==> config.mk <==
export PLATFORM = sky130hd
export DESIGN_NAME = slice_seq_ctrl
export DESIGN_NICKNAME = d
export VERILOG_FILES = /design/src/rtl/slice_ctrl_pkg.sv /design/src/rtl/slice_seq_ctrl_rr_arb2.sv /design/src/rtl/slice_seq_ctrl.sv
export SDC_FILE = /design/constraint.sdc
export NUM_CORES = 1
export LEC_CHECK = 0
export CAP_MARGIN = 20
export CORE_MARGIN = 8
export CORE_UTILIZATION = 45
export CTS_CLUSTER_DIAMETER = 200
export DETAILED_ROUTE_END_ITERATION = 8
export GPL_TIMING_DRIVEN = 0
export PLACE_DENSITY = 0.79
export SETUP_SLACK_MARGIN = 0.02
export SLEW_MARGIN = 10
export SYNTH_ARGS = -nofsm -noshare
export SYNTH_HDL_FRONTEND = slang
export SYNTH_HIERARCHICAL = 1
export SYNTH_SLANG_ARGS = --single-unit
==> constraint.sdc <==
create_clock -name clk -period 2.1 [get_ports clk]
set_clock_uncertainty 0.1 [all_clocks]
set_input_delay 0.42 -clock clk [delete_from_list [all_inputs] [get_ports clk]]
set_output_delay 0.42 -clock clk [all_outputs]
set_load 0.02 [all_outputs]
==> src/rtl/slice_ctrl_pkg.sv <==
// Shared constants and FSM encoding for the subtract-slice sequencer.
package slice_ctrl_pkg;
  localparam int SLICE_W = 4;
  localparam int MODE_W  = 2;

  typedef enum logic [1:0] {
    IDLE = 2'd0,
    RUN  = 2'd1,
    DONE = 2'd2
  } state_e;
endpackage

==> src/rtl/slice_seq_ctrl_rr_arb2.sv <==
// Two-way round-robin arbiter: grant is combinational, pointer moves on advance.
module rr_arb2 (
  input  logic       clk,
  input  logic       rst_n,
  input  logic [1:0] req,
  input  logic       advance,
  output logic [1:0] gnt
);
  logic ptr_q;

  // Contention goes to the pointer side; a lone requester always wins.
  always_comb begin
    gnt = req;
    if (req == 2'b11) gnt = ptr_q ? 2'b10 : 2'b01;
  end

  // Pointer lands one past the granted requester.
  always_ff @(posedge clk or negedge rst_n) begin
    if (!rst_n)       ptr_q <= 1'b0;
    else if (advance) ptr_q <= ~gnt[1];
  end
endmodule

==> src/rtl/slice_seq_ctrl.sv <==
// Sequences wide subtracts through a shared 4-bit slice, one nibble per cycle.
module slice_seq_ctrl
  import slice_ctrl_pkg::*;
#(
  parameter int NIBBLES = 4,
  parameter int NREQ    = 2
) (
  input  logic                         clk,
  input  logic                         rst_n,
  input  logic [NREQ-1:0]              req_valid,
  output logic [NREQ-1:0]              req_ready,
  input  logic [NREQ*SLICE_W*NIBBLES-1:0] req_v,
  input  logic [NREQ*MODE_W-1:0]       req_p,
  input  logic [NREQ-1:0]              req_bin,
  output logic [SLICE_W-1:0]           slice_v,
  output logic [MODE_W-1:0]            slice_p,
  output logic                         slice_bin,
  input  logic [SLICE_W-1:0]           slice_diff,
  input  logic                         slice_bout,
  output logic                         rsp_valid,
  input  logic                         rsp_ready,
  output logic                         rsp_id,
  output logic [SLICE_W*NIBBLES-1:0]   rsp_diff,
  output logic                         rsp_bout,
  output logic                         busy
);
  localparam int W     = SLICE_W * NIBBLES;
  localparam int NIB_W = (NIBBLES > 1) ? $clog2(NIBBLES) : 1;

  state_e            state_q, state_d;
  logic [NIB_W-1:0]  nib_q;
  logic [W-1:0]      op_q, res_q;
  logic [MODE_W-1:0] p_q;
  logic              bin_q, borrow_q, id_q;
  logic [NREQ-1:0]   gnt;
  logic              accept, gid, last_nib;

  rr_arb2 u_arb (
    .clk     (clk),
    .rst_n   (rst_n),
    .req     (req_valid),
    .advance (accept),
    .gnt     (gnt)
  );

  // Grants are only visible in IDLE and are forced low while reset is held.
  assign req_ready = (state_q == IDLE && rst_n) ? gnt : '0;
  assign accept    = (state_q == IDLE) && (|gnt);
  assign gid       = gnt[1];
  assign last_nib  = (nib_q == NIB_W'(NIBBLES - 1));

  assign rsp_valid = (state_q == DONE);
  assign rsp_id    = id_q;
  assign rsp_diff  = res_q;
  assign rsp_bout  = borrow_q;
  assign busy      = (state_q != IDLE);

  // Slice is driven only in RUN; first nibble uses the requester's borrow-in.
  always_comb begin
    slice_v   = '0;
    slice_p   = '0;
    slice_bin = 1'b0;
    if (state_q == RUN) begin
      slice_v   = op_q[int'(nib_q)*SLICE_W +: SLICE_W];
      slice_p   = p_q;
      slice_bin = (nib_q == '0) ? bin_q : borrow_q;
    end
  end

  // Next-state: accept -> RUN for NIBBLES cycles -> DONE until consumed.
  always_comb begin
    state_d = state_q;
    case (state_q)
      IDLE:    if (accept) state_d = RUN;
      RUN:     if (last_nib) state_d = DONE;
      DONE:    if (rsp_ready) state_d = IDLE;
      default: state_d = IDLE;
    endcase
  end

  // Operation registers: latch request on accept, collect nibbles in RUN.
  always_ff @(posedge clk or negedge rst_n) begin
    if (!rst_n) begin
      state_q  <= IDLE;
      nib_q    <= '0;
      op_q     <= '0;
      res_q    <= '0;
      p_q      <= '0;
      bin_q    <= 1'b0;
      borrow_q <= 1'b0;
      id_q     <= 1'b0;
    end else begin
      state_q <= state_d;
      if (accept) begin
        op_q  <= req_v[int'(gid)*W +: W];
        p_q   <= req_p[int'(gid)*MODE_W +: MODE_W];
        bin_q <= req_bin[gid];
        id_q  <= gid;
        nib_q <= '0;
      end else if (state_q == RUN) begin
        res_q[int'(nib_q)*SLICE_W +: SLICE_W] <= slice_diff;
        borrow_q <= slice_bout;
        nib_q    <= nib_q + NIB_W'(1);
      end
    end
  end
endmodule
======== Word-level counts from Yosys, hierarchy flattened ========
Cells that the tools add are included.
storage, ports and cells
  flip-flop bits (word level) ............. 42
  input bits .............................. 48
  output and inout bits ................... 29
  logic and storage cells ................. 51
cells by class
  $add $sub $neg .......................... 2
  order comparisons ....................... 1
  equal/unequal tests ..................... 7
  shift-type cells ........................ 5
  multiplexer cells ....................... 16
  bitwise operators ....................... 2
  reductions and logical operators ........ 9
operator list
  cell                                                                      count
  4-bit negation with 33-bit output                                         1
  4-bit by 33-bit variable shift with 16-bit output (first input constant)  1
  4-bit by 33-bit variable part select with 16-bit output                   1
  32-bit by 6-bit variable part select with 16-bit output                   1
  2-bit 2-to-1 mux                                                          9
  16-bit bitwise mux                                                        1
  16-bit by 5-bit variable part select with 4-bit output                    1
  2-bit equality test (second input constant)                               3
  2-bit one-hot mux with 3 select lines                                     1
  2-bit logical NOT                                                         2
  1-bit 2-to-1 mux                                                          4
  4-bit 2-to-1 mux                                                          1
  2-bit != test (second input constant)                                     2
  2-bit nonzero test                                                        2
  4-bit by 3-bit variable part select with 2-bit output                     1
  3-bit AND reduction                                                       1
  2-bit by 1-bit adder with 2-bit output (second input constant)            1
  2-bit by 1-bit equality test with 1-bit output (second input constant)    1
  1-bit logical AND                                                         2
  1-bit by 2-bit < comparator with 1-bit output (second input constant)     1
  2-bit by 1-bit != test with 1-bit output (second input constant)          1
  1-bit inverter                                                            2
  2-bit AND reduction                                                       1
  2-bit OR reduction                                                        1

======== Depth between registers and ports, before layout ========
  depth after elaboration ................. 6
  depth in mapped cells ................... 6
  mapped depth without buffers ............ 5

======== Modules after synthesis ========
The synthesis kept the hierarchy.
by module, submodules not included
  module          instances  cells an instance  area each (µm²)  sequential area each (µm²)
  slice_seq_ctrl  1          181                2188.3           1026.0
  rr_arb2         1          6                  56.3             25.0

======== Worst setup path after synthesis ========
Ideal clock, no wire load.
  kind .................................... reg-to-output
  start point ............................. register nib_q[0]
  end point ............................... output slice_bin
  data arrival time ....................... 1.531 ns
  data required time ...................... 1.580 ns
  slack ................................... 0.049 ns
  stages on the path, launching flop included .. 6
  path buffers ............................ 1
  path through ............................ dfrtp_1 -> buf_2 -> inv_1 -> ha_1 -> mux2i_1 -> nor2_1
on the way
  word-level cells in the longest chain between the ends .. 3
RTL lines
  item                    RTL line               RTL
  start, declared         slice_seq_ctrl.sv:31   logic [NIB_W-1:0] nib_q;
  start signal, assigned  slice_seq_ctrl.sv:103  nib_q <= nib_q + NIB_W'(1);
  2-bit logical NOT       slice_seq_ctrl.sv:66   slice_bin = (nib_q == '0) ? bin_q : borrow_q;
  1-bit 2-to-1 mux        slice_seq_ctrl.sv:66
  1-bit 2-to-1 mux        slice_seq_ctrl.sv:63   if (state_q == RUN) begin
  end, declared           slice_seq_ctrl.sv:17   output logic slice_bin,
No other way between the ends.

======== Final worst setup path ========
Ends and elaborated chain as after synthesis.

==> qor.csv <==
stage,metric,value,unit
outcome,outcome,completed,
setup_path,startpoint_type,flop,
drt,first_pass_iters,4,
setup_path,startpoint,nib_q[0],
power,cellPowerDensity,1480,mW/mm^2
floorplanning,start_util,47.2,%
setup_path,rr_worst_depth,6,
worst_hold_path,min_path_type,in -> reg,
synth,synth_flop_cell,dfrtp_1,
grt,grt_pass1_vias,1881,
setup_path,r2r-end,rsp_diff[1],
timing,worst_pin_slew,0.946,ns
floorplanning,core-area,0.00475,sq mm
setup_path,cp_max_fo,7,
timing,hold_slack,0.296,ns
setup_path,critPathSlowestCell,dfrtp_2,
synth,async_flop_share,100,%
synth,avgSynthCellArea,12.0,sq um
floorplanning,die_x,86.6,um
cts,clk_latency,0.30,ns
floorplanning,fp.dieH,86.6,um
drt,drt-initial-drc-count,89,
synth,synth_cell_types,33,
drt,avgViaCountPerCell,4.98,
timing,finalHoldViolations,0,
layout,final_cells,360,
power,ir_worst_vdd,0.000862,V
place,pre_cts_ws,-0.618,ns
timing,finalCritPeriodShare,97.4,%
synth,seq_area_frac_synth,46.8,%
timing,finalSetupViolations,0,
synth,synth_common_cells,"dfrtp_1 (42), nand2_1 (35), mux2_2 (20), mux2_4 (16)",
floorplanning,dieArea,0.00750,sq mm
timing,worst_slack,0.0540,ns
drt,vias,1794,
synth,ys_top_cells_by_area,"dfrtp_1 (47%), mux2_4 (11%), mux2_2 (10%)",
setup_path,crit_chain,"buf_12, clkinvlp_4, ha_4, mux2i_1, nor2_1, buf_4",
synth,syn-cell-area,0.00224,sq mm
setup_path,cp_slowest_stage_delay,0.39,ns
setup_path,arrival,1.53,ns
synth,synth_nets,241,
place,placedCellCount,331,
cts,cts-root-buf,clkbuf_8,
synth,ys_ff_latch,42,
grt,grt_remaining_overflow,0,
place,hpwlAfterDp,4.21,mm
synth,ys_warn_count,6,
grt,antenna_found_initial,0,
layout,antenna_cells,0,
layout,area_growth,56.6,%
synth,yosysMostFrequentCell,dfrtp_1,
floorplanning,num_io_pins,77,
cts,cts_tree,yes,
synth,yosysTopAreaCell,dfrtp_1,
setup_path,endpoint_kind,output pin,
grt,grt_max_degree,22,
power,power.leakage,1.56,nW
grt,track_usage,15.3,%
layout,final_nets,346,
drt,detail-route-antenna-nets,0,
synth,synth_edf_count,0,
place,portBuffers,76,
setup_path,r2r_slack,0.14,ns
setup_path,critPathKind,reg -> out,
timing,rsz0062_at_grt,true,
setup_path,r2r_start,nib_q[0],
timing,max_freq,489,MHz
run,drv_cap,0,
setup_path,crit_path_end,slice_bin,
grt,grt_pass1_wl,9.02,mm
drt,drc,0,
power,finalPower,5.22,mW
cts,h-tree-depth,2,
timing,layout_min_cycle_time,2.05,ns
cts,cts.clk_slew.worst_paths,0.08,ns
synth,synth_top_cell_area_share,46.8,%
setup_path,required,1.58,ns
cts,cts_buffers,5,
layout,final_layout_size_suffix_gt1_share,34.1,%
drt,drt_wl_total,5.95,mm
floorplanning,rows,25,
timing,drv_slew,0,
cts,cts_sinks,42,
drt,wl_per_cell,16.5,um
synth,syn-instance-count,187,
timing,slew_headroom,36.7,%
place,gp_congestion,0.757,
cts,clk_path_buf_depth,2,
## per-stage QoR
| step | area [sq um] | utilization [%] | TNS, ns |
|---|---|---|---|
| floorplan | 2240 | - | 0 |
| global placement | 3090 | 65.0 | -31.83 |
| detailed placement | 3110 | 65.4 | -7.03 |
| CTS | 3300 | 69.4 | 0 |
| global route | 3520 | 73.9 | -0.0361 |
| finish | 3520 | 73.9 | 0 |
## cells in the final DEF, fill, tap and decap left out, types with 2 or more instances in the layout
| cell | synthesis | layout |
|---|---|---|
| and2_1 | 2 | 2 |
| clkbuf_8 | 0 | 6 |
| clkdlybuf4s15_2 | 0 | 2 |
| dfrtp_1 | 42 | 39 |
| nand2_1 | 35 | 33 |
| buf_8 | 1 | 3 |
| o21ai_1 | 4 | 4 |
| buf_12 | 1 | 3 |
| dlygate4sd2_1 | 0 | 2 |
| dlygate4sd3_1 | 0 | 2 |
| dlymetal6s2s_1 | 0 | 3 |
| buf_4 | 0 | 20 |
| ha_1 | 6 | 4 |
| dfrtp_2 | 0 | 3 |
| o21ai_0 | 9 | 9 |
| mux2_1 | 2 | 2 |
| nor2_1 | 2 | 2 |
| a22o_1 | 6 | 6 |
| mux2_2 | 20 | 20 |
| mux2_4 | 16 | 16 |
| nand3b_1 | 3 | 3 |
| nand2_2 | 0 | 2 |
| buf_6 | 0 | 4 |
| clkdlybuf4s50_1 | 0 | 62 |
| inv_1 | 4 | 2 |
| and3_1 | 2 | 2 |
| o22ai_2 | 0 | 4 |
| nor4b_4 | 0 | 2 |
| mux2i_1 | 9 | 9 |
## where the power goes
group,internal [mW],switching [mW]
Sequential,1.20,0.266
Clock,0.265,0.278
Combinational,1.73,1.47
## repair_timing
| action | 4_1_cts | 5_1_grt |
|---|---|---|
| gates cloned | 0 | 1 |
| hold buffers | 2 | 0 |
| pin swaps | 2 | 5 |
| gates resized for setup | 54 | 22 |
| setup buffers | 4 | 13 |
| hold endpoints to repair | 21 | 0 |
| endpoints found under the setup margin | 27 | 29 |
## final cells by class
type                       count  area [sq um]
tap                           67          83.8
clock buffer                   7          86.3
timing repair buffer          98           978
buffer                         6          82.6
inverter                       4          21.3
fill                         324          1240
sequential                    42          1050
clock inverter                 1          5.00
multi-input combinational    135          1200
## flip-flops by register name (all words and copies together), names as in the netlist
name and flops:
op_q 16, rsp_diff 16, nib_q 2, p_q 2
state_q 2, bin_q 1, rsp_bout 1, rsp_id 1
u_arb/ptr_q 1
## worst min-delay path by stage
stage                  from           end  slack [ns]  cells past startpoint
2_1_floorplan         rst_n         bin_q        0.02                      0
3_3_place_gp   rsp_diff[11]  rsp_diff[11]        0.36                      2
3_5_place_dp          rst_n   rsp_diff[8]        0.33                      1
4_1_cts         rsp_diff[8]   rsp_diff[8]        0.39                      2
5_1_grt        req_valid[1]   u_arb/ptr_q        0.30                      2
6_report       req_valid[1]   u_arb/ptr_q        0.30                      2
## worst max-delay path: cells and delay by family (launching register included)
| family | cells | cell delay [ns] |
|---|---|---|
| simple gates | 1 | 0.14 |
| flops | 1 | 0.39 |
| mux | 1 | 0.11 |
| fa+ha+maj | 1 | 0.19 |
| buf+inv | 3 | 0.40 |
## metal layers
layer	GRT usage [%]	vias up	routed length [um]
met3	6.81	7	479
met4	4.23	0	52
met5	0	-	0
met1	17.4	845	2590
met2	25.3	69	2830
li1	-	873	-
## cells by family after synthesis
logic type	count (synthesis)	synth area share (%)
simple gates	54	12.7
compound gates	28	8.31
flops	42	46.8
fa+ha+maj	6	3.34
buf+inv	10	3.12
mux	47	25.8
Note: power is estimated with default switching activity, not from simulation.
